`config.mk`:
```
export PLATFORM = sky130hd
export DESIGN_NAME = apb_timer_slave
export DESIGN_NICKNAME = d
export VERILOG_FILES = /design/src/rtl/apb_timer_slave.sv
export SDC_FILE = /design/constraint.sdc
export NUM_CORES = 1
export LEC_CHECK = 0
export BUFFER_PORTS_ARGS = -buffer_cell sky130_fd_sc_hd__buf_4
export CAP_MARGIN = 20
export CORE_UTILIZATION = 58
export DETAILED_ROUTE_END_ITERATION = 7
export PLACE_DENSITY = 0.89
export REMOVE_ABC_BUFFERS = 1
export SLEW_MARGIN = 30
export SYNTH_ARGS = -nofsm -noshare
export SYNTH_HDL_FRONTEND = slang
export SYNTH_SLANG_ARGS = --single-unit
```
`constraint.sdc`:
```
create_clock -name H_CLK -period 4.1 [get_ports H_CLK]
set_input_delay 0.615 -clock H_CLK [delete_from_list [all_inputs] [get_ports H_CLK]]
set_output_delay 0.615 -clock H_CLK [all_outputs]
set_load 0.02 [all_outputs]
```
`src/rtl/apb_timer_slave.sv`:
```
// -----------------------------------------------------------------------------
// apb_timer_slave
//
// Zero-wait-state APB slave hosting a prescaled down-counter timer with
// optional auto-reload and a level interrupt.
//
// Ports:
//   H_CLK      clock shared with the upstream AHB-to-APB bridge
//   H_RESET    synchronous, active-high reset
//   P_SELx     APB select
//   P_ENABLE   APB enable (access phase)
//   P_WRITE    1 = write, 0 = read
//   P_ADDR     byte address, only [4:2] selects a register
//   P_WDATA    write data
//   P_RDATA    read data, combinational during setup and access phases
//   P_SLVERR   unmapped-address error, asserted in the access phase
//   TIMER_IRQ  registered level interrupt (IRQ_PEND & IRQ_EN)
//
// Register map (P_ADDR[4:2]):
//   0 CTRL   [0] EN, [1] AUTO_RELOAD, [2] IRQ_EN, [15:8] PRESCALE
//   1 LOAD   reload value
//   2 COUNT  current count, writes load the counter directly
//   3 STATUS [0] IRQ_PEND (W1C), [1] PROT_ERR (sticky, W1C)
//   4 ID     read-only constant
//   5-7      unmapped, read 0, writes ignored, P_SLVERR in access phase
// -----------------------------------------------------------------------------
module apb_timer_slave #(
    parameter int                    DATA_WIDTH = 32,
    parameter int                    ADDR_WIDTH = 32,
    parameter logic [DATA_WIDTH-1:0] ID_VALUE   = DATA_WIDTH'(32'hA7B0_0001)
) (
    input  logic                  H_CLK,
    input  logic                  H_RESET,
    input  logic                  P_SELx,
    input  logic                  P_ENABLE,
    input  logic                  P_WRITE,
    input  logic [ADDR_WIDTH-1:0] P_ADDR,
    input  logic [DATA_WIDTH-1:0] P_WDATA,
    output logic [DATA_WIDTH-1:0] P_RDATA,
    output logic                  P_SLVERR,
    output logic                  TIMER_IRQ
);

    // The state lags the bus by one cycle: SETUP means the previous cycle
    // was a setup phase, so the current cycle may be the matching access.
    typedef enum logic [1:0] {
        ST_IDLE   = 2'd0,
        ST_SETUP  = 2'd1,
        ST_ACCESS = 2'd2
    } state_t;

    state_t                  r_state;
    state_t                  w_state_nxt;

    logic [ADDR_WIDTH-1:0]   r_addr_q;
    logic                    r_write_q;

    logic                    r_en;
    logic                    r_auto_reload;
    logic                    r_irq_en;
    logic [7:0]              r_prescale;
    logic [DATA_WIDTH-1:0]   r_load;
    logic [DATA_WIDTH-1:0]   r_count;
    logic                    r_irq_pend;
    logic                    r_prot_err;
    logic [7:0]              r_presc_cnt;
    logic                    r_timer_irq;

    logic                    w_acc_ok;
    logic                    w_prot_err;
    logic                    w_addr_chg;
    logic                    w_wr_commit;
    logic [2:0]              w_reg_sel;
    logic                    w_wr_ctrl;
    logic                    w_wr_load;
    logic                    w_wr_count;
    logic                    w_wr_status;
    logic                    w_tick;
    logic                    w_expire;

    logic                    w_en_nxt;
    logic                    w_auto_reload_nxt;
    logic                    w_irq_en_nxt;
    logic [7:0]              w_prescale_nxt;
    logic [DATA_WIDTH-1:0]   w_count_nxt;
    logic                    w_irq_pend_nxt;
    logic                    w_prot_err_nxt;
    logic [7:0]              w_presc_cnt_nxt;
    logic [DATA_WIDTH-1:0]   w_rdata;

    assign w_reg_sel   = P_ADDR[4:2];
    assign w_addr_chg  = (P_ADDR != r_addr_q) || (P_WRITE != r_write_q);
    assign w_wr_commit = w_acc_ok && P_WRITE;
    assign w_wr_ctrl   = w_wr_commit && (w_reg_sel == 3'd0);
    assign w_wr_load   = w_wr_commit && (w_reg_sel == 3'd1);
    assign w_wr_count  = w_wr_commit && (w_reg_sel == 3'd2);
    assign w_wr_status = w_wr_commit && (w_reg_sel == 3'd3);
    assign w_tick      = r_en && (r_presc_cnt == r_prescale);
    assign w_expire    = w_tick && (r_count == '0);

    // APB phase state register
    always_ff @(posedge H_CLK) begin
        if (H_RESET) begin
            r_state <= ST_IDLE;
        end else begin
            r_state <= w_state_nxt;
        end
    end

    // APB phase next-state decode
    always_comb begin
        w_state_nxt = r_state;
        case (r_state)
            ST_IDLE: begin
                if (P_SELx && !P_ENABLE) w_state_nxt = ST_SETUP;
                else                     w_state_nxt = ST_IDLE;
            end
            ST_SETUP: begin
                if (!P_SELx)        w_state_nxt = ST_IDLE;
                else if (P_ENABLE)  w_state_nxt = ST_ACCESS;
                else                w_state_nxt = ST_SETUP;
            end
            ST_ACCESS: begin
                if (P_SELx && !P_ENABLE) w_state_nxt = ST_SETUP;
                else                     w_state_nxt = ST_IDLE;
            end
            default: w_state_nxt = ST_IDLE;
        endcase
    end

    // APB phase outputs: valid access qualifier and protocol error
    always_comb begin
        w_acc_ok   = 1'b0;
        w_prot_err = 1'b0;
        case (r_state)
            ST_IDLE: begin
                w_prot_err = P_ENABLE;
            end
            ST_SETUP: begin
                if (P_SELx && P_ENABLE) begin
                    w_acc_ok   = !w_addr_chg;
                    w_prot_err = w_addr_chg;
                end else begin
                    w_acc_ok   = 1'b0;
                    w_prot_err = 1'b0;
                end
            end
            ST_ACCESS: begin
                w_acc_ok   = 1'b0;
                w_prot_err = 1'b0;
            end
            default: begin
                w_acc_ok   = 1'b0;
                w_prot_err = 1'b0;
            end
        endcase
    end

    // Capture the setup-phase address/direction for the access-phase compare
    always_ff @(posedge H_CLK) begin
        if (H_RESET) begin
            r_addr_q  <= '0;
            r_write_q <= 1'b0;
        end else if (P_SELx && !P_ENABLE) begin
            r_addr_q  <= P_ADDR;
            r_write_q <= P_WRITE;
        end else begin
            r_addr_q  <= r_addr_q;
            r_write_q <= r_write_q;
        end
    end

    // Next-state of the register bank: bus writes first, then timer events
    always_comb begin
        w_en_nxt          = r_en;
        w_auto_reload_nxt = r_auto_reload;
        w_irq_en_nxt      = r_irq_en;
        w_prescale_nxt    = r_prescale;
        w_count_nxt       = r_count;
        w_irq_pend_nxt    = r_irq_pend;
        w_prot_err_nxt    = r_prot_err;
        w_presc_cnt_nxt   = r_presc_cnt;

        if (w_wr_ctrl) begin
            w_en_nxt          = P_WDATA[0];
            w_auto_reload_nxt = P_WDATA[1];
            w_irq_en_nxt      = P_WDATA[2];
            w_prescale_nxt    = P_WDATA[15:8];
        end else begin
            w_en_nxt          = r_en;
            w_auto_reload_nxt = r_auto_reload;
        end

        // Expiry without reload stops the timer, even over a fresh EN=1 write
        if (w_expire && !w_auto_reload_nxt) begin
            w_en_nxt = 1'b0;
        end else begin
            w_en_nxt = w_en_nxt;
        end

        // A bus write to COUNT beats any same-cycle decrement or reload
        if (w_wr_count) begin
            w_count_nxt = P_WDATA;
        end else if (w_tick) begin
            if (r_count != '0)          w_count_nxt = r_count - DATA_WIDTH'(1);
            else if (w_auto_reload_nxt) w_count_nxt = r_load;
            else                        w_count_nxt = '0;
        end else begin
            w_count_nxt = r_count;
        end

        // W1C is applied first so a same-cycle hardware set wins
        if (w_wr_status && P_WDATA[0]) w_irq_pend_nxt = 1'b0;
        else                           w_irq_pend_nxt = r_irq_pend;
        if (w_expire)                  w_irq_pend_nxt = 1'b1;
        else                           w_irq_pend_nxt = w_irq_pend_nxt;

        if (w_wr_status && P_WDATA[1]) w_prot_err_nxt = 1'b0;
        else                           w_prot_err_nxt = r_prot_err;
        if (w_prot_err)                w_prot_err_nxt = 1'b1;
        else                           w_prot_err_nxt = w_prot_err_nxt;

        if (w_wr_ctrl || !r_en || w_tick) w_presc_cnt_nxt = 8'd0;
        else                              w_presc_cnt_nxt = r_presc_cnt + 8'd1;
    end

    // Register bank and timer state
    always_ff @(posedge H_CLK) begin
        if (H_RESET) begin
            r_en          <= 1'b0;
            r_auto_reload <= 1'b0;
            r_irq_en      <= 1'b0;
            r_prescale    <= 8'd0;
            r_load        <= '0;
            r_count       <= '0;
            r_irq_pend    <= 1'b0;
            r_prot_err    <= 1'b0;
            r_presc_cnt   <= 8'd0;
        end else begin
            r_en          <= w_en_nxt;
            r_auto_reload <= w_auto_reload_nxt;
            r_irq_en      <= w_irq_en_nxt;
            r_prescale    <= w_prescale_nxt;
            r_load        <= w_wr_load ? P_WDATA : r_load;
            r_count       <= w_count_nxt;
            r_irq_pend    <= w_irq_pend_nxt;
            r_prot_err    <= w_prot_err_nxt;
            r_presc_cnt   <= w_presc_cnt_nxt;
        end
    end

    // Interrupt output, one cycle behind the pending/enable bits
    always_ff @(posedge H_CLK) begin
        if (H_RESET) begin
            r_timer_irq <= 1'b0;
        end else begin
            r_timer_irq <= r_irq_pend && r_irq_en;
        end
    end

    // Read mux, live in both setup and access phases for zero wait states
    always_comb begin
        w_rdata = '0;
        if (P_SELx && !P_WRITE) begin
            case (w_reg_sel)
                3'd0: begin
                    w_rdata[0]    = r_en;
                    w_rdata[1]    = r_auto_reload;
                    w_rdata[2]    = r_irq_en;
                    w_rdata[15:8] = r_prescale;
                end
                3'd1: w_rdata = r_load;
                3'd2: w_rdata = r_count;
                3'd3: begin
                    w_rdata[0] = r_irq_pend;
                    w_rdata[1] = r_prot_err;
                end
                3'd4:    w_rdata = ID_VALUE;
                default: w_rdata = '0;
            endcase
        end else begin
            w_rdata = '0;
        end
    end

    assign P_RDATA   = w_rdata;
    assign P_SLVERR  = P_SELx && P_ENABLE && (w_reg_sel > 3'd4);
    assign TIMER_IRQ = r_timer_irq;

endmodule

```
==> impl_metrics.json, run 1 <==
{
  "n_antenna_cell": 0,
  "yosysSeqAreaShare_pct": 35.5,
  "r2r_slack_ns": 0.68,
  "htree_levels": 4,
  "rows": 39,
  "grt_overflow_total": 0,
  "clockBufferDepth": 2,
  "post-dp-hpwl_um": 12900,
  "post_cts_buffers": 0,
  "cp_slowest_cell": "or4_1",
  "hold_viol": 0,
  "cp.arrival_ns": 3.73,
  "finalNonFillerCells": 1140,
  "yosys-top-cells-area": "dfxtp_1 35%, nand2_1 9.1%, a21oi_1 7.1%",
  "drc": 0,
  "ant_nets": 0,
  "rsz0062_at_grt": "no",
  "crit_fanout": 21,
  "path_cells": "or4_1 -> or4_1 -> nor4_2 -> nand2_1 -> mux2i_2 -> buf_4 -> a211oi_1 -> nor4_1",
  "startpoint_type": "flop",
  "cts_tree": "built",
  "dr.pass1.iters": 7,
  "viasPerCell": 6.24,
  "yosysUniqueCellTypes": 61,
  "die_w_um": 110,
  "synth-seq-cells": 121,
  "fillers": 905,
  "pin_count": 103,
  "path_clk_slew_ns": 0.05,
  "ys_async_sr_fraction_pct": 0,
  "p_leak_nw": 3.26,
  "place_area_mm2": 0.00765,
  "postCtsResizedCells": 0,
  "gp_congestion": 0.900,
  "core_area_mm2": 0.0115,
  "wl_per_cell_um": 17.3,
  "reg2reg_to": "r_count[13]",
  "r2r.worst_path.cells": 8,
  "hold_end": "r_irq_en",
  "grt_max_degree": 62,
  "hold_class": "primary input to flop",
  "critPathRequiredTime_ns": 4.41,
  "start_util_pct": 59.5,
  "synth-edff-count": 0,
  "die_area_mm2": 0.0122,
  "power.density_mw_per_mm2": 361,
  "clock_skew_ns": 0.00736,
  "finalSetupViolCount": 0,
  "antenna_found_initial": 0,
  "max-vdd-ir-drop_uv": 274,
  "status": "finished, final reports clean",
  "area_delta_synth_final_pct": 21.1,
  "wl_um": 19700,
  "clkLatencyLatePin_ns": 0.42,
  "holdPathStages": 3,
  "path_delay_family": "simple AND/OR/NAND/NOR gates",
  "io_buffers": 102,
  "design_area_mm2": 0.00827,
  "drv_slew": 0,
  "cpPeakStageDelay_ns": 0.66,
  "slew_headroom_pct": 46.7,
  "tightestPinTransition_ns": 0.799,
  "r2r_start": "r_count[15]",
  "cts_made_buffers": 17,
  "timing.final.crit_share_pct": 83.5,
  "clkSinkCount": 121,
  "grt_pass1_vias": 6842,
  "ys.flop_type": "dfxtp_1",
  "postSynthAreaPerCell_um2": 7.42,
  "drive_gt1_share_pct": 16.8,
  "worstSetupPathType": "flop to flop",
  "syn-cell-area_mm2": 0.00683,
  "synth_top_area_share_pct": 35.5,
  "dr.first_iter.drc_count": 786,
  "hold_ws_ns": 0.452,
  "critical_path.most_common_cell": "or4_1",
  "synth_top_cell_by_area": "dfxtp_1",
  "dp.cells": 1109,
  "cap_violations": 0,
  "vias": 7118,
  "final_nets": 1057,
  "clockRootBuffer": "clkbuf_16",
  "max_freq_mhz": 292,
  "netlist_instances": 920,
  "grt.total_usage_pct": 32.9,
  "fin_crit_ns": 3.42,
  "grt_pass1_wl_um": 32600,
  "ctsHoldBuffers": 0,
  "min-delay-start": "P_WDATA[2]",
  "die_h_um": 110,
  "power.total_mw": 2.98,
  "endpoint_kind": "flop",
  "critical_path_buf_inv_count": 1,
  "synth.yosys.warnings": 0
}
sequential cells by signal (all words and copies together) (netlist names), 2 cells and up:
signal	count
r_load	32
r_addr_q	32
r_prescale	8
r_presc_cnt	8
r_count	32
r_state	2
layout by cell type (no fill, tap or decap), types with 8 or more instances in the layout:
master	n
nand2_1	166
buf_4	120
or4_1	11
a21oi_1	97
mux2i_1	22
nor3_1	34
dfxtp_1	121
nand4_1	8
and2_1	12
a22oi_1	14
and3_1	10
xor2_1	41
clkbuf_16	17
nor4_1	42
a211oi_1	17
xnor2_1	22
nor2_1	106
nand3_1	13
Yosys cell counts, types with 2 or more instances:
library cell and number:
a211oi_1 17, a21oi_1 97, a221oi_1 6, a22o_1 2, a22oi_1 14, a31o_2 2
a31oi_1 7, a41o_1 3, a41oi_1 6, and2_1 12, and3_1 10, buf_1 2
buf_2 8, clkbuf_1 63, dfxtp_1 121, ha_1 3, inv_1 6, mux2_2 2
mux2i_1 23, nand2_1 166, nand2b_1 4, nand3_1 13, nand3b_1 3, nand4_1 8
nor2_1 106, nor2b_1 8, nor3_1 35, nor3b_1 3, nor4_1 44, nor4_2 2
nor4b_1 2, o21ai_0 7, o21ai_1 6, o22ai_1 5, o31ai_1 2, o41ai_1 2
or3_1 5, or4_1 11, xnor2_1 22, xor2_1 41
layout make-up:
| class | instances | area [µm²] | share of cell area, % |
|---|---|---|---|
| Clock buffer | 22 | 474 | 5.74 |
| Clock inverter | 9 | 145 | 1.76 |
| Inverter | 6 | 22.5 | 0.272 |
| Multi-Input combinational cell | 719 | 4120 | 49.9 |
| Sequential cell | 121 | 2420 | 29.3 |
| Tap cell | 143 | 179 | 2.16 |
| Timing Repair Buffer | 120 | 901 | 10.9 |
layer usage:
metal | global-route usage [%] | up-vias | routed length, µm
met5 | 0 | - | 0
met4 | 17.6 | 0 | 562
met3 | 8.34 | 54 | 2140
met2 | 54.0 | 401 | 9360
met1 | 39.6 | 3275 | 7640
li1 | - | 3388 | -
worst register-to-register path: cells and delay by family (launching register included):
kind,cells,cell delay [ns]
compound gates,1,0.13
buf+inv,1,0.32
flops,1,0.36
simple gates,5,2.33
mux,1,0.18
cells by family (layout without fill, tap and decap cells):
group	after synthesis	count (layout)	share of synthesized area, %
xor gates and xnor gates	63	63	8.08
DFF	121	121	35.5
buffers and inverters	80	157	4.66
adders and majority gates	3	3	0.550
and+or+nand+nor	441	441	30.4
AOI/OAI and AO/OA	187	187	17.1
muxes	25	25	3.70
where the power goes:
part           internal, mW  switching, mW
logic                0.0857          0.119
clock network          1.06          0.520
registers              1.19         0.0103
total                  2.33          0.649
worst max-delay path by stage:
stage / to / depth (start not counted) / startpoint / slack [ns]
after floorplan: r_count[20] / 5 / P_ADDR[3] / -0.24
after global placement: r_load[17] / 8 / P_ADDR[12] / 0.72
after detailed placement: r_load[2] / 8 / P_ADDR[12] / 0.65
after CTS: r_count[24] / 7 / r_count[8] / 0.75
after global routing: r_count[13] / 8 / r_count[8] / 0.51
final: r_count[13] / 8 / r_count[15] / 0.68
through the flow:
stage | utilization [%] | setup TNS [ns] | setup slack [ns]
after global placement | 66.7 | 0 | 0.715
after floorplan | - | -1.41 | -0.238
final | 72.1 | 0 | 0.676
after detailed placement | 66.7 | 0 | 0.646
after CTS | 72.1 | 0 | 0.753
after global routing | 72.1 | 0 | 0.507
(Power assumes the default switching activity.)
==> inputs of run 2 (changes only) <==
--- a/config.mk
+++ b/config.mk
@@ -7,9 +7,9 @@
 export LEC_CHECK = 0
 export BUFFER_PORTS_ARGS = -buffer_cell sky130_fd_sc_hd__buf_4
 export CAP_MARGIN = 20
-export CORE_UTILIZATION = 58
+export CORE_UTILIZATION = 52
 export DETAILED_ROUTE_END_ITERATION = 7
-export PLACE_DENSITY = 0.89
+export PLACE_DENSITY = 0.85
 export REMOVE_ABC_BUFFERS = 1
 export SLEW_MARGIN = 30
 export SYNTH_ARGS = -nofsm -noshare
==> constraint.sdc (replaced) <==
create_clock -name H_CLK -period 3.1 [get_ports H_CLK]
set_input_delay 0.465 -clock H_CLK [delete_from_list [all_inputs] [get_ports H_CLK]]
set_output_delay 0.465 -clock H_CLK [all_outputs]
set_load 0.02 [all_outputs]
==> impl_metrics.json, run 2 (synthesis gave the netlist of run 1 again) <==
{
  "final_cell_mix": "166 x nand2_1, 145 x buf_4, 121 x dfxtp_1",
  "die_area_mm2": 0.0136,
  "grt_overflow_total": 0,
  "clkSinkCount": 121,
  "rsz0062_at_grt": "no",
  "vias": 7128,
  "wl_per_cell_um": 17.1,
  "p_leak_nw": 3.39,
  "place_area_mm2": 0.00797,
  "cap_violations": 0,
  "clock_skew_ns": 0.00837,
  "finalNonFillerCells": 1199,
  "critPathRequiredTime_ns": 3.40,
  "path_clk_slew_ns": 0.06,
  "r2r_slack_ns": 0.09,
  "startpoint_type": "flop",
  "drive_gt1_share_pct": 19.2,
  "post_cts_buffers": 0,
  "io_buffers": 102,
  "grt_max_degree": 44,
  "cts_made_buffers": 17,
  "r2r.worst_path.cells": 8,
  "status": "finished, final reports clean",
  "dr.first_iter.drc_count": 671,
  "slew_headroom_pct": 63.7,
  "antenna_found_initial": 0,
  "design_area_mm2": 0.00853,
  "holdPathStages": 3,
  "hold_end": "r_load[29]",
  "die_h_um": 117,
  "clockBufferDepth": 2,
  "r2r_start": "r_count[8]",
  "max_freq_mhz": 332,
  "drv_slew": 0,
  "start_util_pct": 53.6,
  "grt_pass1_wl_um": 32800,
  "rows": 41,
  "reg_top3": "r_addr_q x32, r_count x32, r_load x32",
  "area_delta_synth_final_pct": 25.0,
  "viasPerCell": 5.94,
  "drc": 0,
  "ctsHoldBuffers": 0,
  "finalSetupViolCount": 0,
  "grt.total_usage_pct": 31.2,
  "cp.arrival_ns": 3.32,
  "fin_crit_ns": 3.01,
  "htree_levels": 4,
  "die_w_um": 117,
  "worstSetupPathType": "flop to flop",
  "post-dp-hpwl_um": 13900,
  "reg2reg_to": "r_count[17]",
  "core_area_mm2": 0.0127,
  "final_common_cell": "nand2_1",
  "max-vdd-ir-drop_uv": 489,
  "hold_class": "primary input to flop",
  "ant_nets": 0,
  "final_nets": 1087,
  "tightestPinTransition_ns": 0.544,
  "dp.cells": 1168,
  "tns_ns": 0,
  "timing.final.crit_share_pct": 97.2,
  "wl_um": 20500,
  "endpoint_kind": "flop",
  "dr.pass1.iters": 6,
  "hold_viol": 0,
  "n_antenna_cell": 0,
  "power.density_mw_per_mm2": 439,
  "pin_count": 103,
  "gp_congestion": 1.02,
  "clkLatencyLatePin_ns": 0.42,
  "min-delay-start": "P_WDATA[29]",
  "grt_pass1_vias": 6760,
  "crit_fanout": 21,
  "cts_tree": "built",
  "fillers": 1117,
  "clockRootBuffer": "clkbuf_16",
  "postCtsResizedCells": 0
}
-- run 2: worst max-delay path by stage --
| stage | to | depth (start not counted) | slack [ns] | from |
|---|---|---|---|---|
| 2_1_floorplan | r_count[20] | 5 | -1.09 | P_ADDR[3] |
| 3_3_place_gp | r_count[20] | 8 | 0.16 | r_count[15] |
| 3_5_place_dp | r_count[8] | 7 | 0.08 | r_count[15] |
| 4_1_cts | r_count[17] | 8 | 0.04 | r_count[15] |
| 5_1_grt | r_count[13] | 8 | 0.05 | r_count[8] |
| 6_report | r_count[17] | 8 | 0.09 | r_count[8] |
-- run 2: area by class of cell --
type	instances	area, µm²	share of cell area [%]
Multi-Input combinational cell	719	4120	48.3
Timing Repair Buffer	150	1190	13.9
Clock inverter	8	70.1	0.821
Sequential cell	121	2420	28.4
Inverter	6	22.5	0.264
Clock buffer	23	488	5.72
Tap cell	172	215	2.52
-- run 2: critical path, cell delays in order, from the launching register on --
cell and delay (ns):
dfxtp_1 0.31, or4_1 0.56, or4_1 0.59, nor4_2 0.48, nand2_1 0.12, mux2i_1 0.26
buf_12 0.21, a221oi_1 0.11, nor4_1 0.24
-- run 2: where the power goes --
group / total (mW) / switching [mW] / internal (mW)
logic: 0.272 / 0.156 / 0.116
clock network: 1.88 / 0.707 / 1.17
registers: 1.59 / 0.0133 / 1.58
-- run 2: stage by stage --
stage               util (%)  total power, mW  worst slack (ns)  hold WS [ns]
floorplan                  -             1.72             -1.09         0.420
global placement        62.6             1.89             0.160         0.451
detailed placement      62.6             1.89            0.0825         0.458
CTS                     67.0             3.75            0.0413         0.293
global route            67.0             3.85            0.0464         0.301
finish                  67.0             3.74            0.0862         0.301
-- run 2: metal layers --
layer | vias up | track usage, % | routed length [µm]
met3 | 45 | 9.24 | 1780
met1 | 3320 | 37.3 | 8260
met2 | 325 | 52.9 | 9980
met5 | - | 0 | 0
li1 | 3438 | - | -
met4 | 0 | 11.6 | 443
